[config.mk]
export PLATFORM = sky130hd
export DESIGN_NAME = pipeline_ctrl
export DESIGN_NICKNAME = d
export VERILOG_FILES = /design/src/rtl/pipeline_ctrl_pkg.sv /design/src/rtl/pipe_perf_cnt.sv /design/src/rtl/pipeline_ctrl.sv
export SDC_FILE = /design/constraint.sdc
export NUM_CORES = 1
export LEC_CHECK = 0
export CAP_MARGIN = 15
export CORE_MARGIN = 8
export CORE_UTILIZATION = 55
export CTS_BUF_LIST = sky130_fd_sc_hd__clkbuf_2
export CTS_CLUSTER_SIZE = 12
export DETAILED_ROUTE_END_ITERATION = 8
export GPL_TIMING_DRIVEN = 0
export PLACE_DENSITY = 0.88
export REMOVE_ABC_BUFFERS = 1
export SLEW_MARGIN = 15
export SYNTH_ARGS = -nofsm -noshare
export SYNTH_HDL_FRONTEND = slang
export SYNTH_HIERARCHICAL = 1
export SYNTH_SLANG_ARGS = --single-unit
[constraint.sdc]
create_clock -name clk -period 3.9 [get_ports clk]
set_clock_uncertainty 0.15 [all_clocks]
set_input_delay 0.78 -clock clk [delete_from_list [all_inputs] [get_ports clk]]
set_output_delay 0.78 -clock clk [all_outputs]
set_load 0.005 [all_outputs]
[src/rtl/pipeline_ctrl_pkg.sv]
// Shared definitions for the MIPS pipeline stage sequencer: FSM states,
// hazard-priority codes, and the helper that decides whether a state advances the pipe.
package pipeline_ctrl_pkg;

  typedef enum logic [1:0] {
    INIT = 2'd0,
    RUN  = 2'd1,
    HALT = 2'd2,
    STEP = 2'd3
  } state_t;

  typedef logic [2:0] hazard_t;

  localparam hazard_t HZ_NONE    = 3'd0;
  localparam hazard_t HZ_FETCH   = 3'd1;
  localparam hazard_t HZ_LOADUSE = 3'd2;
  localparam hazard_t HZ_BRANCH  = 3'd3;
  localparam hazard_t HZ_MEMWAIT = 3'd4;

  function automatic logic is_active(input state_t s);
    return (s == RUN) || (s == STEP);
  endfunction

endpackage

[src/rtl/pipe_perf_cnt.sv]
// Cycle / stall / flush performance counters; they count only while the
// sequencer is in RUN or STEP and wrap modulo 2^CNT_WIDTH.
module pipe_perf_cnt
  import pipeline_ctrl_pkg::*;
#(
    parameter int CNT_WIDTH = 32
) (
    input  logic                 clk,
    input  logic                 rst_n,
    input  state_t               state,
    input  hazard_t              hazard,
    output logic [CNT_WIDTH-1:0] cycle_cnt,
    output logic [CNT_WIDTH-1:0] stall_cnt,
    output logic [CNT_WIDTH-1:0] flush_cnt
);

    function automatic logic [CNT_WIDTH-1:0] wrap_inc(input logic [CNT_WIDTH-1:0] v);
        return v + CNT_WIDTH'(1);
    endfunction

    logic active;
    logic stalled;
    logic flushed;

    assign active  = is_active(state);
    assign stalled = (hazard == HZ_MEMWAIT) || (hazard == HZ_LOADUSE) || (hazard == HZ_FETCH);
    assign flushed = (hazard == HZ_BRANCH);

    always_ff @(posedge clk or negedge rst_n) begin
        if (!rst_n) begin
            cycle_cnt <= '0;
            stall_cnt <= '0;
            flush_cnt <= '0;
        end else if (active) begin
            cycle_cnt <= wrap_inc(cycle_cnt);
            if (stalled) stall_cnt <= wrap_inc(stall_cnt);
            if (flushed) flush_cnt <= wrap_inc(flush_cnt);
        end
    end

endmodule

[src/rtl/pipeline_ctrl.sv]
// Stage sequencer for the 5-stage MIPS pipeline: reset/run/halt/step FSM plus
// the hazard priority encoder that drives every stage's rst/en pair.
module pipeline_ctrl
  import pipeline_ctrl_pkg::*;
#(
    parameter int RST_CYCLES = 4,
    parameter int CNT_WIDTH  = 32
) (
    input  logic                 clk,
    input  logic                 rst_n,
    input  logic                 cpu_en,
    input  logic                 step,
    input  logic                 reg_stall,
    input  logic                 branch_taken,
    input  logic                 inst_ack,
    input  logic                 mem_req,
    input  logic                 mem_ack,
    output logic                 if_rst,
    output logic                 id_rst,
    output logic                 exe_rst,
    output logic                 mem_rst,
    output logic                 wb_rst,
    output logic                 if_en,
    output logic                 id_en,
    output logic                 exe_en,
    output logic                 mem_en,
    output logic                 wb_en,
    output logic [1:0]           ctrl_state,
    output logic [CNT_WIDTH-1:0] cycle_cnt,
    output logic [CNT_WIDTH-1:0] stall_cnt,
    output logic [CNT_WIDTH-1:0] flush_cnt
);

    localparam logic [3:0] INIT_LAST = 4'(RST_CYCLES - 1);

    state_t     state;
    state_t     state_nxt;
    logic [3:0] init_cnt;
    logic       step_q;
    logic       step_rise;
    hazard_t    hazard;
    // Stage vectors ordered {if, id, exe, mem, wb}
    logic [4:0] rst_v;
    logic [4:0] en_v;

    assign step_rise = step & ~step_q;

    always_ff @(posedge clk or negedge rst_n) begin
        if (!rst_n) begin
            state    <= INIT;
            init_cnt <= '0;
            step_q   <= 1'b0;
        end else begin
            state    <= state_nxt;
            step_q   <= step;
            init_cnt <= (state == INIT) ? init_cnt + 4'd1 : '0;
        end
    end

    always_comb begin
        state_nxt = state;
        unique case (state)
            INIT: if (init_cnt == INIT_LAST) state_nxt = cpu_en ? RUN : HALT;
            RUN:  if (!cpu_en) state_nxt = HALT;
            HALT: if (step_rise) state_nxt = STEP;
            STEP: state_nxt = cpu_en ? RUN : HALT;
            default: state_nxt = INIT;
        endcase
    end

    // A held branch under a mem wait is deferred until the access completes
    always_comb begin
        if (mem_req && !mem_ack) hazard = HZ_MEMWAIT;
        else if (branch_taken)   hazard = HZ_BRANCH;
        else if (reg_stall)      hazard = HZ_LOADUSE;
        else if (!inst_ack)      hazard = HZ_FETCH;
        else                     hazard = HZ_NONE;
    end

    always_comb begin
        rst_v = 5'b11111;
        en_v  = 5'b00000;
        if (state == HALT) begin
            rst_v = 5'b00000;
        end else if (is_active(state)) begin
            unique case (hazard)
                HZ_MEMWAIT: begin rst_v = 5'b00000; en_v = 5'b00000; end
                HZ_BRANCH:  begin rst_v = 5'b01110; en_v = 5'b10001; end
                HZ_LOADUSE: begin rst_v = 5'b00100; en_v = 5'b00011; end
                HZ_FETCH:   begin rst_v = 5'b01000; en_v = 5'b00111; end
                default:    begin rst_v = 5'b00000; en_v = 5'b11111; end
            endcase
        end
    end

    assign {if_rst, id_rst, exe_rst, mem_rst, wb_rst} = rst_v;
    assign {if_en, id_en, exe_en, mem_en, wb_en}      = en_v;
    assign ctrl_state = state;

    pipe_perf_cnt #(.CNT_WIDTH(CNT_WIDTH)) u_perf (
        .clk       (clk),
        .rst_n     (rst_n),
        .state     (state),
        .hazard    (hazard),
        .cycle_cnt (cycle_cnt),
        .stall_cnt (stall_cnt),
        .flush_cnt (flush_cnt)
    );

endmodule
# After elaboration in Yosys (flattened, before gate mapping)
# Cells that the tools add are included.
# classes
n_addsub,4
eq_ne,11
n_mux,16
bitwise,2
n_reduce_logical,9
# ops
cell,n
"32-bit by 1-bit adder with 32-bit output, second input constant",3
5-bit two-way mux,4
5-bit one-hot mux with 4 select lines,1
2-bit two-way mux,6
4-bit one-hot mux with 3 select lines,1
2-bit one-hot mux with 4 select lines,1
"3-bit by 2-bit equality test with 1-bit output, second input constant",2
"4-bit by 1-bit adder with 4-bit output, second input constant",1
"2-bit equality test, second input constant",2
"4-bit by 2-bit equality test with 1-bit output, second input constant",1
4-bit two-way mux,1
"2-bit inequality test, second input constant",2
2-bit AND reduction,2
"3-bit by 1-bit equality test with 1-bit output, second input constant",1
"3-bit equality test, second input constant",1
1-bit logical OR,3
3-bit two-way mux,1
3-bit AND reduction,1
"2-bit by 1-bit equality test with 1-bit output, second input constant",1
2-bit logical NOT,1
"2-bit by 1-bit inequality test with 1-bit output, second input constant",1
1-bit bitwise AND,1
1-bit logical AND,1
1-bit logical NOT,1
other kinds (2),2
# totals
ff_bits,103
input_bits,9
out_inout_bits,108
elab_cells,48

# Logic depth before layout (Yosys ltp)
# logic_depth
ltp_word,8
ltp_mapped,9
ltp_nobuf,8

# Cells and area by module
# The synthesis kept the hierarchy.
# modules_own_cells
mod,instances,cells_each,area_each_um2,seq_area_each_um2
pipe_perf_cnt,1,375,4309.1,2402.3
pipeline_ctrl,1,52,467.9,175.2

# Least setup slack after synthesis
# Ideal clock, no wire load.
# synth_timing
path_kind,input port to flip-flop
from,input port mem_ack
to,register u_perf.stall_cnt[25]
setup_ns,0.123
arrival_ns,2.437
t_required_ns,3.627
setup_slack_ns,1.190
path_stages,8
path_buffers,0
path_cell_list,nand2b_1 inv_1 nor2_1 xor2_1 o211ai_4 nor4_4 nand4_1 xnor2_1
# synth_between
elab_chain_len,7
elab_cells_between_ends,9
classes_between,3 x eq/ne; 1 x mux; 5 x reduce/logical
# synth_lines
item,line,source
"start, declared",pipeline_ctrl.sv:17,"input logic mem_ack,"
1-bit logical NOT *,pipeline_ctrl.sv:73,if (mem_req && !mem_ack) hazard = HZ_MEMWAIT;
1-bit logical AND *,pipeline_ctrl.sv:73,
3-bit two-way mux *,pipeline_ctrl.sv:73,
net hazard[2],pipeline_ctrl.sv:41,hazard_t hazard;
3-bit equality test / 3-bit by 2-bit equality test with 1-bit output (equally long branches),pipe_perf_cnt.sv:26,assign stalled = (hazard == HZ_MEMWAIT) || (hazard == HZ_LOADUSE) || (hazard == HZ_FETCH);
1-bit logical OR,pipe_perf_cnt.sv:26,
1-bit logical OR *,pipe_perf_cnt.sv:26,
2-bit AND reduction (no line) *,--,
"end signal, assigned",pipe_perf_cnt.sv:36,if (stalled) stall_cnt <= wrap_inc(stall_cnt);
"end, declared",pipe_perf_cnt.sv:13,"output logic [CNT_WIDTH-1:0] stall_cnt,"
# The timed path passes the listed nets; every way through them passes the cells marked *.
# A chain may end at the register's enable or synchronous reset.

# Worst setup path in the final report
# layout_timing
from,input port mem_ack
to,output port id_en
# layout_between
elab_chain_len,7
elab_cells_between_ends,10
classes_between,4 x eq/ne; 4 x mux; 2 x reduce/logical
# layout_lines
item,line,source
1-bit logical NOT *,pipeline_ctrl.sv:73,
1-bit logical AND *,pipeline_ctrl.sv:73,
3-bit two-way mux *,pipeline_ctrl.sv:73,
net hazard[2],pipeline_ctrl.sv:41,
"3-bit by 1-bit equality test with 1-bit output, or another cell as far along",pipeline_ctrl.sv:86,unique case (hazard)
5-bit one-hot mux with 4 select lines *,pipeline_ctrl.sv:86,
5-bit two-way mux *,pipeline_ctrl.sv:85,end else if (is_active(state)) begin
5-bit two-way mux *,pipeline_ctrl.sv:83,if (state == HALT) begin
"end, declared",pipeline_ctrl.sv:24,"output logic id_en,"
# Marks and branches as above.

==> results.md <==
- Largest net degree at the start of global routing: 71
- Multi-input logic area: 2147 um2
- Placed insts: 649
- Ports: 117
- Fmax: 0.2688 GHz
- Maximum VDD drop: 0.3334 mV
- Die W: 109.2 um
- Setup crit end: id_en
- Total gr overflow: 0
- Max incr delay on CP: 0.51 ns
- CP startpoint: mem_ack
- DP Area: 6080 um2
- Final Slew Violations: 0
- Vias in the first global route: 3638
- Synthesized area per cell: 11.19 um2
- Post-route insts no fill: 666
- FF+latch area: 2579 um2
- Effective utilization at floorplan: 0.5587
- Hold Path Class: reg2reg
- Fin crit period: 3.720 ns
- Pre-Repair DR Iteration Count: 4
- Root Driver: clkbuf_2
- Share of cells above drive strength 1: 0.06272
- Total GRT Usage: 0.1844
- Post-synth top area cell: dfrtp_1
- Post CTS Setup Buffer Count: 0
- Routability cong.: 0.7999
- Initial DRC count: 95
- Worst hold slack: 0.3326 ns
- First-pass GRT wire length: 17550 um
- HPWL after DPL: 8087 um
- Pre-CTS setup slack: 0.1704 ns
- Core Footprint: 8551 um2
- CP Cell Sequence: clkdlybuf4s50_1 > nand2b_1 > inv_1 > or3_1 > inv_1 > and3_1 > clkdlybuf4s50_1
- Final Hold Viols: 0
- Clk pin slew, worst setup/hold paths: 0.24 ns
- Compound-Gate Fraction of Synth Area: 0.01572
- Synthesis-to-finish area growth: 30.33%
- R2r setup slk: 1.58 ns
- DRC Markers: 0
- Status: completed
- Synthesis Warnings: 6
- Critical Path Fanout Max: 7
- Worst reg2reg path depth: 5
- Leakage Power: 2.717 nW
- Max cap viols: 0
- Post-route cell area: 6226 um2
- Post-synth top area share: 0.5395
- Total buffers and inverters traversed by the critical path: 4
- Setup crit end kind: primary output
- P per Cell Area: 398.8 nW/um2
- Die Ht: 109.2 um
- # diodes: 0
- Syn Inst Count: 427
- ANT nets after route: 0
- Clk_lat worst skew: 0.54 ns
- Adder-Cell Fraction of Synth Area: 0.02095
- # rows: 34
- Die area: 11920 um2
- Worst path depth: 7
- R2r startpoint: ctrl_state[0]$_DFFE_PN0P_
- H-tree depth: 3
- Setup Crit Path Kind: in2out
- Register area share after synthesis: 0.5395
- Yosys reg bits: 103
- Critical Path Start Type: input pin
- Initial antenna violation count: 0
- Avg WL per Cell: 16.11 um
- Clock Tree Buf Depth: 2
- Worst-margin pin slew: 0.6845 ns
- Setup violations, final: 0
- Largest cells by area after synthesis: dfrtp_1 (54%), xnor2_1 (12%), xor2_1 (5.3%)
- RSZ-0062 raised after global routing: false
- Tcrit/Tclk final: 0.9538
- Filler Cell Count: 613
- Multiplexer area fraction after synthesis: 0.009429
- Synth Area in Simple Gates: 0.2273
- XOR/XNOR Fraction of Synth Area: 0.1760
- Port bufs: 116
- Clk sinks: 103
- Slew headroom: 0.5395
- Mapped Area: 4777 um2
- Crit path required time: 2.97 ns
- Nets: 570
- Largest family of logic cells by synthesized area: simple AND/OR/NAND/NOR gates
- WL final: 10730 um
- Top Family by Delay on Critical Path: buffers and inverters
- Final setup margin: 0.1800 ns
- Vias per cell: 5.321
- Total power: 2.483 mW
- Slowest cell on crit path: clkdlybuf4s50_1
- Routed vias: 3544
- CTS buffer count: 9
- CTS tree: done
- Arr. time, crit path: 2.79 ns
- Distinct cells, synth: 41
- R2r endpoint: u_perf/flush_cnt[20]$_DFFE_PN0P_
## cells in the mapped netlist (all sizes together)
master	instances
nand4	22
nor4	8
nand3b	1
nor2	34
a222oi	1
o211a	1
or2b	2
o22ai	1
or3	1
buf	3
nor2b	2
and4b	1
dfrtp	103
nand2b	1
and3	9
mux2	4
nand2	44
and4	10
or2	1
o211ai	2
xnor2	67
or3b	1
and2	7
or4	1
inv	8
nor3	8
xor2	29
a21oi	1
o21ai	3
nand3	43
ha	8
## per-layer routing
layer | global-route usage | vias up | routed length (um)
met5 | 0 | - | 0
met4 | 0.05304 | 0 | 111
met3 | 0.06028 | 11 | 762
met2 | 0.3120 | 80 | 5352
met1 | 0.2201 | 1723 | 4505
li1 | - | 1730 | -
## power breakdown
| part | switching, mW | internal [mW] | leakage, nW |
|---|---|---|---|
| registers | 0.155 | 1.16 | 1.39 |
| logic | 0.254 | 0.351 | 1.25 |
| clock network | 0.347 | 0.213 | 0.0795 |
| total | 0.756 | 1.73 | 2.72 |
## metrics by stage
stage | utilization | setup TNS (ns)
2_1_floorplan | - | 0
3_3_place_gp | 0.7076 | -185.09
3_5_place_dp | 0.7110 | 0
4_1_cts | 0.7281 | 0
5_1_grt | 0.7281 | 0
6_report | 0.7281 | 0
## worst register-to-register path: cells and delay by family, from the launching register on
kind             cells  cell delay (ns)
AND/OR/NAND/NOR      4             1.28
flip-flops           1             0.65
XOR/XNOR             1             0.19
## cells by family after synthesis
kind of cell,count (synthesis)
adder cells (fa/ha/maj),8
buffers and inverters,11
XOR/XNOR,96
AO/OA/AOI/OAI,9
AND/OR/NAND/NOR,196
flip-flops,103
multiplexers,4
## cell type report
type	instances	area share
flip-flops and latches	103	0.4142
multi-input cells	313	0.3449
repair buffers	118	0.1927
well taps	108	0.02170
clock inverters	6	0.01367
clock buffers	10	0.008039
inverters	8	0.004823
## cells in the final DEF (no fill, tap or decap), types with 4 or more instances in the layout
cell type        Yosys  final
nand4_1             21     21
nor3_1               6      6
xor2_1              29     29
and3_1               8      8
ha_1                 8      8
clkdlybuf4s50_1      0    115
nor4_1               4      4
nor2_1              34     34
nand2_1             44     44
nand3_1             43     43
clkbuf_2             0     10
mux2_2               4      4
xnor2_1             67     67
and4_1               9      9
dfrtp_1            103    102
inv_1                8      8
and2_1               7      7
## worst min-delay path by stage
stage | startpoint | endpoint | slack [ns] | cells after the start
after floorplan | init_cnt[0]$_DFF_PN0_ | init_cnt[0]$_DFF_PN0_ | 0.28 | 1
after global placement | init_cnt[0]$_DFF_PN0_ | init_cnt[0]$_DFF_PN0_ | 0.30 | 1
after detailed placement | u_perf/flush_cnt[31]$_DFFE_PN0P_ | u_perf/flush_cnt[31]$_DFFE_PN0P_ | 0.31 | 1
after CTS | u_perf/flush_cnt[31]$_DFFE_PN0P_ | u_perf/flush_cnt[31]$_DFFE_PN0P_ | 0.34 | 1
after global routing | u_perf/flush_cnt[31]$_DFFE_PN0P_ | u_perf/flush_cnt[31]$_DFFE_PN0P_ | 0.36 | 1
final | u_perf/flush_cnt[31]$_DFFE_PN0P_ | u_perf/flush_cnt[31]$_DFFE_PN0P_ | 0.33 | 1
## sequential cells by signal (all words and copies together), names as in the netlist
register / flops
step_q: 1
init_cnt: 4
ctrl_state: 2
u_perf/stall_cnt: 32
u_perf/cycle_cnt: 32
u_perf/flush_cnt: 32
## timing repair
action,4_1_cts,5_1_grt
hold buffers,1,0
endpoints found under the setup margin,1,0
endpoints found under the hold margin,33,0
gates resized for setup,1,0
Power figures use the tool's default switching activity.
